## config.mk

```make
export PLATFORM = sky130hd
export DESIGN_NAME = os_systolic_array_flat
export DESIGN_NICKNAME = d
export VERILOG_FILES = /design/src/rtl/os_systolic_array_if.sv /design/src/rtl/os_systolic_array.sv /design/src/flat_wrapper.sv
export SDC_FILE = /design/constraint.sdc
export NUM_CORES = 1
export LEC_CHECK = 0
export CAP_MARGIN = 10
export CORE_MARGIN = 10
export CORE_UTILIZATION = 45
export CTS_BUF_LIST = sky130_fd_sc_hd__clkbuf_16
export DETAILED_ROUTE_END_ITERATION = 10
export HOLD_SLACK_MARGIN = 0.03
export PLACE_DENSITY = 0.65
export REMOVE_ABC_BUFFERS = 1
export SLEW_MARGIN = 5
export SYNTH_ARGS = -nofsm -noshare
export SYNTH_HDL_FRONTEND = slang
export SYNTH_SLANG_ARGS = --single-unit
export TNS_END_PERCENT = 20
```

## constraint.sdc

```tcl
create_clock -name i_clk -period 5.8 [get_ports i_clk]
set_input_delay 1.45 -clock i_clk [delete_from_list [all_inputs] [get_ports i_clk]]
set_output_delay 1.45 -clock i_clk [all_outputs]
set_load 0.02 [all_outputs]
```

## src/rtl/os_systolic_array_if.sv

```systemverilog
// Host-side bundle for the output-stationary MAC grid: control strobes,
// skewed west/north operands and the drained per-row partial sums.
interface os_systolic_array_if #(
    parameter int DATA_WIDTH = 8,
    parameter int S_WIDTH    = 2,
    parameter int S_HEIGHT   = 2
);
    // Handshake: no valid/ready; every control strobe and operand is
    // sampled on each rising edge and o_ifmap is combinational from state.
    logic                                     i_reg_clear;
    logic                                     i_pe_en;
    logic                                     i_relu_en;
    logic                                     i_psum_out_en;
    logic [0:S_HEIGHT-1][DATA_WIDTH-1:0]      i_ifmap;
    logic [0:S_WIDTH-1][DATA_WIDTH-1:0]       i_weight;
    logic [0:S_HEIGHT-1][2*DATA_WIDTH-1:0]    o_ifmap;

    modport master (
        output i_reg_clear, i_pe_en, i_relu_en, i_psum_out_en, i_ifmap, i_weight,
        input  o_ifmap
    );

    modport slave (
        input  i_reg_clear, i_pe_en, i_relu_en, i_psum_out_en, i_ifmap, i_weight,
        output o_ifmap
    );
endinterface

```

## src/rtl/os_systolic_array.sv

```systemverilog
// Output-stationary S_HEIGHT x S_WIDTH signed MAC grid: ifmaps shift east,
// weights shift south, each PE keeps its own accumulator, results drain east.
module os_systolic_array #(
    parameter int DATA_WIDTH = 8,
    parameter int S_WIDTH    = 2,
    parameter int S_HEIGHT   = 2
) (
    input  logic              i_clk,
    input  logic              i_nrst,
    os_systolic_array_if.slave bus
);
    localparam int PW = 2 * DATA_WIDTH;

    // Neighbour taps: each PE publishes its registers here for east/south use.
    logic [DATA_WIDTH-1:0] a_w [S_HEIGHT][S_WIDTH];
    logic [DATA_WIDTH-1:0] b_w [S_HEIGHT][S_WIDTH];
    logic [PW-1:0]         p_w [S_HEIGHT][S_WIDTH];

    for (genvar r = 0; r < S_HEIGHT; r++) begin : g_row
        for (genvar c = 0; c < S_WIDTH; c++) begin : g_pe
            logic [DATA_WIDTH-1:0] ain;
            logic [DATA_WIDTH-1:0] bin;
            logic [PW-1:0]         p_west;
            logic [PW-1:0]         ain_x;
            logic [PW-1:0]         bin_x;
            logic [PW-1:0]         prod;
            logic [DATA_WIDTH-1:0] a_q, a_d;
            logic [DATA_WIDTH-1:0] b_q, b_d;
            logic [PW-1:0]         p_q, p_d;

            if (c == 0) begin : g_west_edge
                assign ain    = bus.i_ifmap[r];
                assign p_west = '0;
            end else begin : g_west_pe
                assign ain    = a_w[r][c-1];
                assign p_west = p_w[r][c-1];
            end

            if (r == 0) begin : g_north_edge
                assign bin = bus.i_weight[c];
            end else begin : g_north_pe
                assign bin = b_w[r-1][c];
            end

            // Sign-extend first so the low PW bits of the product are the
            // exact two's-complement result; the accumulator wraps mod 2^PW.
            assign ain_x = {{DATA_WIDTH{ain[DATA_WIDTH-1]}}, ain};
            assign bin_x = {{DATA_WIDTH{bin[DATA_WIDTH-1]}}, bin};
            assign prod  = ain_x * bin_x;

            always_comb begin
                a_d = a_q;
                b_d = b_q;
                p_d = p_q;
                if (bus.i_reg_clear) begin
                    a_d = '0;
                    b_d = '0;
                    p_d = '0;
                end else if (bus.i_psum_out_en) begin
                    p_d = p_west;
                end else if (bus.i_pe_en) begin
                    a_d = ain;
                    b_d = bin;
                    p_d = p_q + prod;
                end
            end

            always_ff @(posedge i_clk) begin
                if (i_nrst) begin
                    a_q <= '0;
                    b_q <= '0;
                    p_q <= '0;
                end else begin
                    a_q <= a_d;
                    b_q <= b_d;
                    p_q <= p_d;
                end
            end

            assign a_w[r][c] = a_q;
            assign b_w[r][c] = b_q;
            assign p_w[r][c] = p_q;
        end
    end

    // The east-most accumulator of each row is what the drain presents.
    always_comb begin
        bus.o_ifmap = '0;
        for (int r = 0; r < S_HEIGHT; r++) begin
            if (bus.i_psum_out_en) begin
                if (bus.i_relu_en && p_w[r][S_WIDTH-1][PW-1]) begin
                    bus.o_ifmap[r] = '0;
                end else begin
                    bus.o_ifmap[r] = p_w[r][S_WIDTH-1];
                end
            end
        end
    end
endmodule

```

## src/flat_wrapper.sv

```systemverilog
// flat-port wrapper written by rule: the top's interface ports become plain ports
module os_systolic_array_flat 
#(
    parameter int DATA_WIDTH = 8,
    parameter int S_WIDTH    = 2,
    parameter int S_HEIGHT   = 2
)
  (i_clk, i_nrst, bus_i_reg_clear, bus_i_pe_en, bus_i_relu_en, bus_i_psum_out_en, bus_i_ifmap, bus_i_weight, bus_o_ifmap);
  os_systolic_array_if #(.DATA_WIDTH(DATA_WIDTH), .S_WIDTH(S_WIDTH), .S_HEIGHT(S_HEIGHT)) bus_i ();
  input  logic i_clk;
  input  logic i_nrst;
  input wire logic [$bits(bus_i.i_reg_clear)-1:0] bus_i_reg_clear;
  input wire logic [$bits(bus_i.i_pe_en)-1:0] bus_i_pe_en;
  input wire logic [$bits(bus_i.i_relu_en)-1:0] bus_i_relu_en;
  input wire logic [$bits(bus_i.i_psum_out_en)-1:0] bus_i_psum_out_en;
  input wire logic [$bits(bus_i.i_ifmap)-1:0] bus_i_ifmap;
  input wire logic [$bits(bus_i.i_weight)-1:0] bus_i_weight;
  output wire logic [$bits(bus_i.o_ifmap)-1:0] bus_o_ifmap;
  assign bus_i.i_reg_clear = bus_i_reg_clear;
  assign bus_i.i_pe_en = bus_i_pe_en;
  assign bus_i.i_relu_en = bus_i_relu_en;
  assign bus_i.i_psum_out_en = bus_i_psum_out_en;
  assign bus_i.i_ifmap = bus_i_ifmap;
  assign bus_i.i_weight = bus_i_weight;
  assign bus_o_ifmap = bus_i.o_ifmap;
  os_systolic_array #(.DATA_WIDTH(DATA_WIDTH), .S_WIDTH(S_WIDTH), .S_HEIGHT(S_HEIGHT)) u_core (.i_clk(i_clk), .i_nrst(i_nrst), .bus(bus_i));
endmodule
```

==> results.cfg <==
[status]
status = complete, no violations

[synth]
synth_top_area_share_pct = 37.1
syn_area_per_cell_um2 = 9.20
synthFlopType = dfxtp_1
netlist_top_cells_count = inv_1 (289), fa_1 (284), nand2_1 (189)
synth_seq_area_share_pct = 12.6
synth_edf_count = 0
yosys_warnings = 0
synth.area.top_cells = fa_1 (37%), dfxtp_1 (13%), ha_1 (12%)
syn_area_um2 = 15300
ys_types = 55
yosysMostFrequentCell = inv_1
synthArstFlopShare_pct = 0
syn_inst = 1663
yosys.area.top_type = fa_1
ys_ff_latch = 96

[clock_network]
htree_num_levels = 3
clk_latency_ns = 0.35
cts_sinks = 96
clockBufferDepth = 2
cts_tree = yes
cts_buffers = 9
cts_root_buf = clkbuf_16
clkSlewWorstSetupHoldPaths_ns = 0.08

[worst_setup_path]
crit_top_cell = fa_1
crit_chain = dlygate4sd2_1 -> and2_1 -> buf_6 -> fa_1 -> fa_1 -> fa_1 -> fa_1 -> ha_1 -> ha_1 -> or3_1 -> o21bai_1 -> a31oi_2 -> xor2_1 -> a211oi_1 -> a21oi_1 -> nor2_1
start_kind = input pin
worstPathMaxFanout = 8
crit_path_top_delay_cell = fa_1
arrival_ns = 5.84
critPathKind = input pin to flop
cpPeakStageDelay_ns = 0.59
worstSetupEndpointType = flop
worst_ep_required_time_ns = 6.03

[route]
post_drt_wl_per_cell_um = 15.9
ant_nets = 0
viasPerCell = 4.96
vias = 11300
drt_pass1_iterations = 4
routed_wl_mm = 36.3
drc = 0
initialDrtViolationCount = 513

[grt]
grt.overflow.total = 0
antenna_found_initial = 0
grt_max_degree = 69
grt_pass1_wl_mm = 63.4
track_usage_pct = 18.6
grt_pass1_vias = 12500

[timing]
min_period_over_period_pct = 96.7
slew_violations = 0
tightestPinTransition_ns = 0.826
finalHoldViolCount = 0
finalClockSkew_ns = 0.00878
max_freq_ghz = 0.178
slew_headroom_pct = 44.9
rsz0062_at_grt = yes
setup_viol = 0
period_minus_slack_ns = 5.61

[placement]
placed_area_um2 = 17400
port_buffers = 69
place_hpwl_mm = 31.5
routabilityCongestion = 0.910

[floorplanning]
initial_utilization_pct = 45.6
die_area_um2 = 41800
die_width_um = 204
core-area_um2 = 33500
rows = 67
die_h_um = 204
ios = 70

[layout]
n_antenna_cell = 0
fillers = 3082
area_delta_synth_final_pct = 16.3
final_nets = 2300
fin_area_um2 = 17800
drive_above_1_share_pct = 12.2
fin_util_pct = 53.1

[pwr]
p_comb_share_pct = 64.0
power_frac_seq_pct = 19.9
power.density_nw_per_um2 = 212
p_int_w = 0.00223
leakagePower_nw = 9.13
p_sw_share_pct = 40.7
p_sw_w = 0.00153
pwr-share-clk_pct = 16.1
irDropWorstVdd_mv = 0.262

[run]
maxCapViolCount = 0

[worst_hold_path]
min_path_type = flop to flop
==> routing by layer <==
metal / vias up / wire (µm) / GRT usage (%)
met1: 5656 / 17300 / 25.5
met2: 176 / 17600 / 31.4
met5: - / 0 / 0
met3: 36 / 1020 / 1.62
met4: 0 / 469 / 3.78
li1: 5465 / - / -
==> critical path, delay by kind of cell <==
| kind | cells | cell delay, ns |
|---|---|---|
| AO/OA/AOI/OAI | 4 | 0.66 |
| XOR/XNOR | 1 | 0.21 |
| adder cells (fa/ha/maj) | 6 | 2.48 |
| buffers and inverters | 2 | 0.42 |
| AND/OR/NAND/NOR | 3 | 0.60 |
==> cells by family after synthesis <==
group / Yosys count / synth area share (%)
AND/OR/NAND/NOR: 482 / 15.4
XOR/XNOR: 75 / 4.29
buffers and inverters: 355 / 8.78
adder cells (fa/ha/maj): 432 / 49.2
AO/OA/AOI/OAI: 201 / 8.32
flip-flops: 96 / 12.6
multiplexers: 22 / 1.45
==> state kept, by name, summed over array words and instances, names as in the netlist <==
name                   flops
u_core.g_row.g_pe.a_q     16
u_core.g_row.g_pe.b_q     16
u_core.g_row.g_pe.p_q     64
==> power by group through the flow <==
stage / sequential, W / combinational, W / clock, W
after CTS: 0.000749 / 0.00238 / 0.000621
after global placement: 0.000764 / 0.00230 / 0
after detailed placement: 0.000765 / 0.00235 / 0
after floorplan: 0.000735 / 0.00153 / 0
after global routing: 0.000755 / 0.00274 / 0.000645
final: 0.000749 / 0.00241 / 0.000605
==> timing repair <==
action                                 in CTS  in global routing
hold buffers                                0                  0
pin swaps                                  10                 24
setup endpoints to repair                  18                 23
resized for setup                          36                 60
endpoints found under the hold margin       0                  0
buffers inserted                            0                  4
cloned                                      0                  0
==> cell usage in the layout (no fill, tap or decap), types with 5 or more instances in the layout <==
master and count:
a21o_1 12, o21a_1 8, nor2_1 72, o21ai_1 13, o22ai_1 7, xnor2_1 64
buf_4 148, o211a_1 5, clkdlybuf4s50_1 36, a21oi_1 80, nand2_1 189, nand2b_1 9
and2_1 160, dlymetal6s2s_1 8, dlygate4sd2_1 6, inv_1 288, clkbuf_16 9, nor3_1 12
mux2i_1 21, clkbuf_2 14, a211oi_1 26, xor2_1 11, o21bai_1 5, o21ai_0 17
nor2b_1 12, dfxtp_1 96, fa_1 280, ha_1 145
==> area by class of cell <==
class	instances	area, µm²	area share, %
clock inverter	7	72.6	0.408
clock buffer	9	225	1.27
sequential	96	1920	10.8
multi-input combinational	1212	12200	68.3
tap	448	561	3.15
inverter	291	1090	6.14
timing repair buffer	220	1770	9.93
==> metrics by stage <==
step | setup TNS (ns) | power (W) | std cells | hold slack [ns] | setup slack [ns]
2_1_floorplan | -0.121 | 0.00227 | 1599 | 0.451 | -0.0940
3_3_place_gp | -8.80 | 0.00307 | 2263 | 0.467 | -0.542
3_5_place_dp | -10.32 | 0.00311 | 2263 | 0.469 | -0.569
4_1_cts | 0 | 0.00375 | 2279 | 0.480 | 0.00248
5_1_grt | -0.0325 | 0.00414 | 2283 | 0.517 | -0.0203
6_report | 0 | 0.00377 | 2283 | 0.480 | 0.192
==> worst paths after layout <==
kind	from	slack, ns	end	depth (start not counted)
max reg2reg	u_core.g_row[1].g_pe[0].a_q[4]$_SDFFE_PP0P_	0.71	u_core.g_row[1].g_pe[1].p_q[14]$_SDFFE_PP0P_	18
min reg2reg	u_core.g_row[0].g_pe[0].p_q[5]$_SDFFE_PP0P_	0.48	u_core.g_row[0].g_pe[0].p_q[5]$_SDFFE_PP0P_	2
min	u_core.g_row[0].g_pe[0].p_q[5]$_SDFFE_PP0P_	0.48	u_core.g_row[0].g_pe[0].p_q[5]$_SDFFE_PP0P_	2
max	bus_i_weight[0]	0.19	u_core.g_row[0].g_pe[1].p_q[12]$_SDFFE_PP0P_	16
(Power assumes the default switching activity.)
